[src/rtl/uart_frame_reader_if.sv]
// uart_frame_reader_if: RX FIFO read side plus frame valid/ready and status signals; master = reader, slave = FIFO/consumer side
interface uart_frame_reader_if #(parameter int PAYLOAD_LEN = 2);
  logic fifo_empty;
  logic [7:0] fifo_q;
  logic fifo_rdreq;
  logic frame_valid;
  logic frame_ready;
  logic [7:0] frame_cmd;
  logic [8*PAYLOAD_LEN-1:0] frame_payload;
  logic err_checksum;
  logic err_timeout;
  logic [7:0] drop_count;
  modport master (
    input fifo_empty, fifo_q, frame_ready,
    output fifo_rdreq, frame_valid, frame_cmd, frame_payload, err_checksum, err_timeout, drop_count
  );
  modport slave (
    output fifo_empty, fifo_q, frame_ready,
    input fifo_rdreq, frame_valid, frame_cmd, frame_payload, err_checksum, err_timeout, drop_count
  );
endinterface

[src/rtl/uart_frame_reader.sv]
// uart_frame_reader: drains RX FIFO into HEADER/CMD/payload/CHK frames; ports clk, rst (async high), bus (master: FIFO read, frame valid/ready, error pulses, drop count)
module uart_frame_reader #(
  parameter logic [7:0] HEADER = 8'hAA,
  parameter int PAYLOAD_LEN = 2,
  parameter int TIMEOUT_CYCLES = 50000
) (
  input logic clk,
  input logic rst,
  uart_frame_reader_if.master bus
);
  localparam int PW = 8 * PAYLOAD_LEN;
  localparam int IW = $clog2(PAYLOAD_LEN + 3);
  localparam int CW = $clog2(TIMEOUT_CYCLES + 1);
  typedef enum logic [1:0] {IDLE, FETCH, CAPTURE, OUT} state_t;
  state_t state, next;
  logic [IW-1:0] idx;
  logic [CW-1:0] cnt;
  logic [7:0] acc;
  logic last, chk_ok;
  assign last = idx == IW'(PAYLOAD_LEN + 2);
  assign chk_ok = bus.fifo_q == acc;
  always_ff @(posedge clk or posedge rst)
    if (rst) state <= IDLE;
    else state <= next;
  always_comb begin
    next = state == IDLE    ? (bus.fifo_empty ? IDLE : FETCH) :
           state == FETCH   ? CAPTURE :
           state == CAPTURE ? ((last && chk_ok) ? OUT : IDLE) :
                              (bus.frame_ready ? IDLE : OUT);
  end
  always_comb begin
    bus.fifo_rdreq = state == FETCH;
    bus.frame_valid = state == OUT;
  end
  always_ff @(posedge clk or posedge rst) begin
    if (rst) begin
      idx <= '0;
      cnt <= '0;
      acc <= '0;
      bus.frame_cmd <= '0;
      bus.frame_payload <= '0;
      bus.err_checksum <= 1'b0;
      bus.err_timeout <= 1'b0;
      bus.drop_count <= '0;
    end else begin
      bus.err_checksum <= 1'b0;
      bus.err_timeout <= 1'b0;
      // inter-byte timeout only runs while a frame is partially assembled
      if (state == IDLE && bus.fifo_empty && idx != '0) begin
        if (cnt == CW'(TIMEOUT_CYCLES - 1)) begin
          bus.err_timeout <= 1'b1;
          idx <= '0;
          cnt <= '0;
        end else cnt <= cnt + 1'b1;
      end
      if (state == CAPTURE) begin
        cnt <= '0;
        if (idx == '0) begin
          if (bus.fifo_q == HEADER) begin
            idx <= IW'(1);
            acc <= '0;
          end else if (bus.drop_count != 8'hFF) bus.drop_count <= bus.drop_count + 8'd1;
        end else if (idx == IW'(1)) begin
          bus.frame_cmd <= bus.fifo_q;
          acc <= acc ^ bus.fifo_q;
          idx <= IW'(2);
        end else if (!last) begin
          bus.frame_payload <= (bus.frame_payload << 8) | PW'(bus.fifo_q);
          acc <= acc ^ bus.fifo_q;
          idx <= idx + 1'b1;
        end else begin
          idx <= '0;
          bus.err_checksum <= !chk_ok;
        end
      end
    end
  end
endmodule

[src/flat_wrapper.sv]
// flat-port wrapper written by rule: the top's interface ports become plain ports
module uart_frame_reader_flat 
#(
  parameter logic [7:0] HEADER = 8'hAA,
  parameter int PAYLOAD_LEN = 2,
  parameter int TIMEOUT_CYCLES = 50000
)
  (clk, rst, bus_fifo_empty, bus_fifo_q, bus_frame_ready, bus_fifo_rdreq, bus_frame_valid, bus_frame_cmd, bus_frame_payload, bus_err_checksum, bus_err_timeout, bus_drop_count);
  uart_frame_reader_if #(.PAYLOAD_LEN(PAYLOAD_LEN)) bus_i ();
  input logic clk;
  input logic rst;
  input wire logic [$bits(bus_i.fifo_empty)-1:0] bus_fifo_empty;
  input wire logic [$bits(bus_i.fifo_q)-1:0] bus_fifo_q;
  input wire logic [$bits(bus_i.frame_ready)-1:0] bus_frame_ready;
  output wire logic [$bits(bus_i.fifo_rdreq)-1:0] bus_fifo_rdreq;
  output wire logic [$bits(bus_i.frame_valid)-1:0] bus_frame_valid;
  output wire logic [$bits(bus_i.frame_cmd)-1:0] bus_frame_cmd;
  output wire logic [$bits(bus_i.frame_payload)-1:0] bus_frame_payload;
  output wire logic [$bits(bus_i.err_checksum)-1:0] bus_err_checksum;
  output wire logic [$bits(bus_i.err_timeout)-1:0] bus_err_timeout;
  output wire logic [$bits(bus_i.drop_count)-1:0] bus_drop_count;
  assign bus_i.fifo_empty = bus_fifo_empty;
  assign bus_i.fifo_q = bus_fifo_q;
  assign bus_i.frame_ready = bus_frame_ready;
  assign bus_fifo_rdreq = bus_i.fifo_rdreq;
  assign bus_frame_valid = bus_i.frame_valid;
  assign bus_frame_cmd = bus_i.frame_cmd;
  assign bus_frame_payload = bus_i.frame_payload;
  assign bus_err_checksum = bus_i.err_checksum;
  assign bus_err_timeout = bus_i.err_timeout;
  assign bus_drop_count = bus_i.drop_count;
  uart_frame_reader #(.HEADER(HEADER), .PAYLOAD_LEN(PAYLOAD_LEN), .TIMEOUT_CYCLES(TIMEOUT_CYCLES)) u_core (.clk(clk), .rst(rst), .bus(bus_i));
endmodule
[config.mk]
export PLATFORM = sky130hd
export DESIGN_NAME = uart_frame_reader_flat
export DESIGN_NICKNAME = d
export VERILOG_FILES = /design/src/rtl/uart_frame_reader_if.sv /design/src/rtl/uart_frame_reader.sv /design/src/flat_wrapper.sv
export SDC_FILE = /design/constraint.sdc
export NUM_CORES = 1
export LEC_CHECK = 0
export ABC_AREA = 1
export CAP_MARGIN = 30
export CORE_ASPECT_RATIO = 2
export CORE_MARGIN = 4
export CORE_UTILIZATION = 55
export DETAILED_ROUTE_END_ITERATION = 16
export PLACE_DENSITY_LB_ADDON = 0.08
export SYNTH_ARGS = -nofsm -noshare
export SYNTH_HDL_FRONTEND = slang
export SYNTH_SLANG_ARGS = --single-unit
[constraint.sdc]
create_clock -name clk -period 3.1 [get_ports clk]
set_clock_uncertainty 0.15 [all_clocks]
set_input_delay 0.31 -clock clk [delete_from_list [all_inputs] [get_ports clk]]
set_output_delay 0.31 -clock clk [all_outputs]
set_load 0.005 [all_outputs]
==> impl_results.md <==
- Critical path data required time: 3.16 ns
- Clk sinks: 63
- Post-DRT Antenna Nets: 0
- Effective utilization at floorplan: 56.2%
- Die Y: 119 µm
- Setup slack, reg-to-reg: 1.07 ns
- Least-Margin Pin Slew: 0.563 ns
- DIE WIDTH: 63.4 µm
- Drt first pass iters: 6
- Fmax: 0.493 GHz
- Worst reg2reg path depth: 10
- Slowest CP cell: dfrtp_1
- Met3 usage: 4.18%
- TritonCTS Buffers: 9
- Max FO, Critical Path: 19
- Gr usage total: 24.0%
- Max-slew violation count: 0
- CTS tree: built
- Pleak: 0.00204 µW
- Worst setup path category: reg2reg
- Number of global-route vias before repair: 2960
- Cell Chain, Critical Path: inv_1, ha_1, nand2_4, nand3_2, nand2_4, inv_2, nor2_1, nand2_1, nand2_1, nor2_1
- Most Used Layer, Global Route: met2
- Synth warn: 0
- Cell count after placement: 523
- RePlAce Congestion: 0.939
- Sequential element share of the synthesized area: 46.7%
- IO Port Bufs: 47
- Iter 0 DRT Violations: 205
- CP peak stage delay: 0.41 ns
- # setup viols final: 0
- Synthesized cell area: 3370 µm²
- CTS H-Tree Depth: 3
- Period utilization: 65.5%
- Routed WL: 8340 µm
- Startpoint types: register
- Filler cell count: 489
- Critical path arrival: 2.09 ns
- Final std cells w/o fill: 539
- Area occupied by registers: 1580 µm²
- Setup tns final: 0 ns
- Avg Inst Size Synth: 8.07 µm²
- WHS: 0.209 ns
- Unique masters post-synth: 33
- R2R Path End: u_core.cnt[8]$_DFFE_PP0P_
- RSZ-0062 raised after global routing: false
- DRC viols: 0
- CTS resizes: 0
- Share of cells above drive strength 1: 9.03%
- Syn nets: 435
- Full die area: 7530 µm²
- Fin nets: 488
- Max Cap Viol: 0
- Core footprint: 6010 µm²
- Global Route met2 Usage: 43.4%
- Routed vias/inst: 5.45
- CTS Buffer Depth: 2
- Hold WC Path Type: in2async
- # Post-CTS Setup Buffers: 0
- CP endpoint kind: register
- Slew HR: 62.4%
- DP HPWL: 6240 µm
- Post-Synthesis Cells: 418
- Hold Violations, Final: 0
- Clock latency at the later pin of the worst-skew pair: 0.33 ns
- Final core occ: 70.1%
- Clock slew at the register clock pins of the worst setup and hold paths: 0.05 ns
- Status: finished, final reports clean
- Congestion Overflow GR: 0
- Number of diodes: 0
- Most frequent cells in the layout: nand2_1, dfrtp_1, clkdlybuf4s50_1
- Root Buffer: clkbuf_16
- Worst vdd ir: 0.000604 V
- Vias post-DR: 2936
- Multi-input combinational cell area: 1570 µm²
- Largest net degree at the start of global routing: 40
- First-pass GRT wire length: 14000 µm
- FF-to-FF Start: u_core.idx[0]$_DFF_PP0_
- Area after DPL: 3900 µm²
- M1 GR Usage: 25.3%
- Wire per inst: 15.5 µm
- # hold bufs at CTS: 0
- Initial antenna violation count: 0
- FF+latch count, synth: 63
- Area growth from synthesis to layout: 24.8%
- Fin area: 4210 µm²
- Cell Pwr Density: 895 nW/µm²
- Fin crit period: 2.03 ns
- FP Rows: 40
- Most common cell after layout, fill and taps aside: nand2_1
- Ports: 48
-- state kept, by name, summed over array words and instances (netlist names) --
signal                    count
u_core.acc                    8
u_core.state                  2
u_core.idx                    3
u_core.bus.drop_count         8
u_core.cnt                   16
u_core.bus.frame_cmd          8
u_core.bus.frame_payload     16
u_core.bus.err_checksum       1
u_core.bus.err_timeout        1
-- synth_stat cells (all sizes together) --
| cell | number | area share, % |
|---|---|---|
| nand2 | 130 | 16 |
| dfrtp | 63 | 47 |
| inv | 49 | 5.5 |
| nor2 | 47 | 6.2 |
| nand3 | 30 | 4.6 |
| o21ai | 30 | 4.5 |
| nand4 | 20 | 4.2 |
| xnor2 | 9 | 2.3 |
| mux2 | 8 | 3.0 |
| nor3 | 6 | 0.89 |
| xor2 | 6 | 1.6 |
| buf | 5 | 1.2 |
| ha | 5 | 1.9 |
| a21oi | 3 | 0.44 |
| a21boi | 1 | 0.22 |
| clkbuf | 1 | 0.11 |
| clkinv | 1 | 0.11 |
| nand3b | 1 | 0.22 |
| nor3b | 1 | 0.56 |
| nor4 | 1 | 0.19 |
| or2 | 1 | 0.19 |
-- logic make-up after synthesis --
family	share of synthesized area, %
simple gates	32.5
flops	46.7
buf+inv	6.86
compound gates	5.12
xor+xnor	3.89
mux	3.00
fa+ha+maj	1.85
-- area by class of cell --
class | count | area share, %
Clock buffer | 12 | 6.09
Clock inverter | 4 | 1.28
Inverter | 50 | 4.46
Multi-Input combinational cell | 299 | 37.2
Sequential cell | 63 | 37.5
Tap cell | 63 | 1.87
Timing Repair Buffer | 48 | 11.7
-- power by group --
group / total (µW) / internal (µW) / switching (µW) / leakage, µW
Sequential: 1330 / 1110 / 223 / 0.000807
Combinational: 1410 / 675 / 737 / 0.00109
Clock: 1020 / 667 / 357 / 0.000145
-- worst max-delay path, delay by kind of cell (launching register included) --
family	cells	cell delay (ns)
and+or+nand+nor	7	0.88
DFF	1	0.41
adders and majority gates	1	0.31
buffers and inverters	2	0.17
-- per-stage QoR --
| stage | worst slack, ns | power (µW) |
|---|---|---|
| global route | 0.923 | 4030 |
| floorplan | 1.07 | 2170 |
| CTS | 1.09 | 3800 |
| detailed placement | 0.965 | 2750 |
| global placement | 1.00 | 2710 |
| finish | 1.07 | 3770 |
-- layer usage --
layer  up-vias  part of all wire [%]
met2        82                    56
met1      1381                    38
met3        27                   2.8
li1       1446                     -
met5         -                     0
met4         0                   3.7
-- worst max path at each step --
stage | startpoint | to | cells after the start
after floorplan | rst | u_core.acc[0]$_DFFE_PP0P_ | 1
after global placement | bus_fifo_q[0] | u_core.acc[0]$_DFFE_PP0P_ | 9
after detailed placement | bus_fifo_q[0] | u_core.acc[2]$_DFFE_PP0P_ | 9
after CTS | u_core.cnt[0]$_DFFE_PP0P_ | u_core.cnt[9]$_DFFE_PP0P_ | 10
after global routing | u_core.cnt[0]$_DFFE_PP0P_ | u_core.idx[2]$_DFF_PP0_ | 10
final | u_core.idx[0]$_DFF_PP0_ | u_core.cnt[8]$_DFFE_PP0P_ | 10
Note: power is estimated with default switching activity, not from simulation.
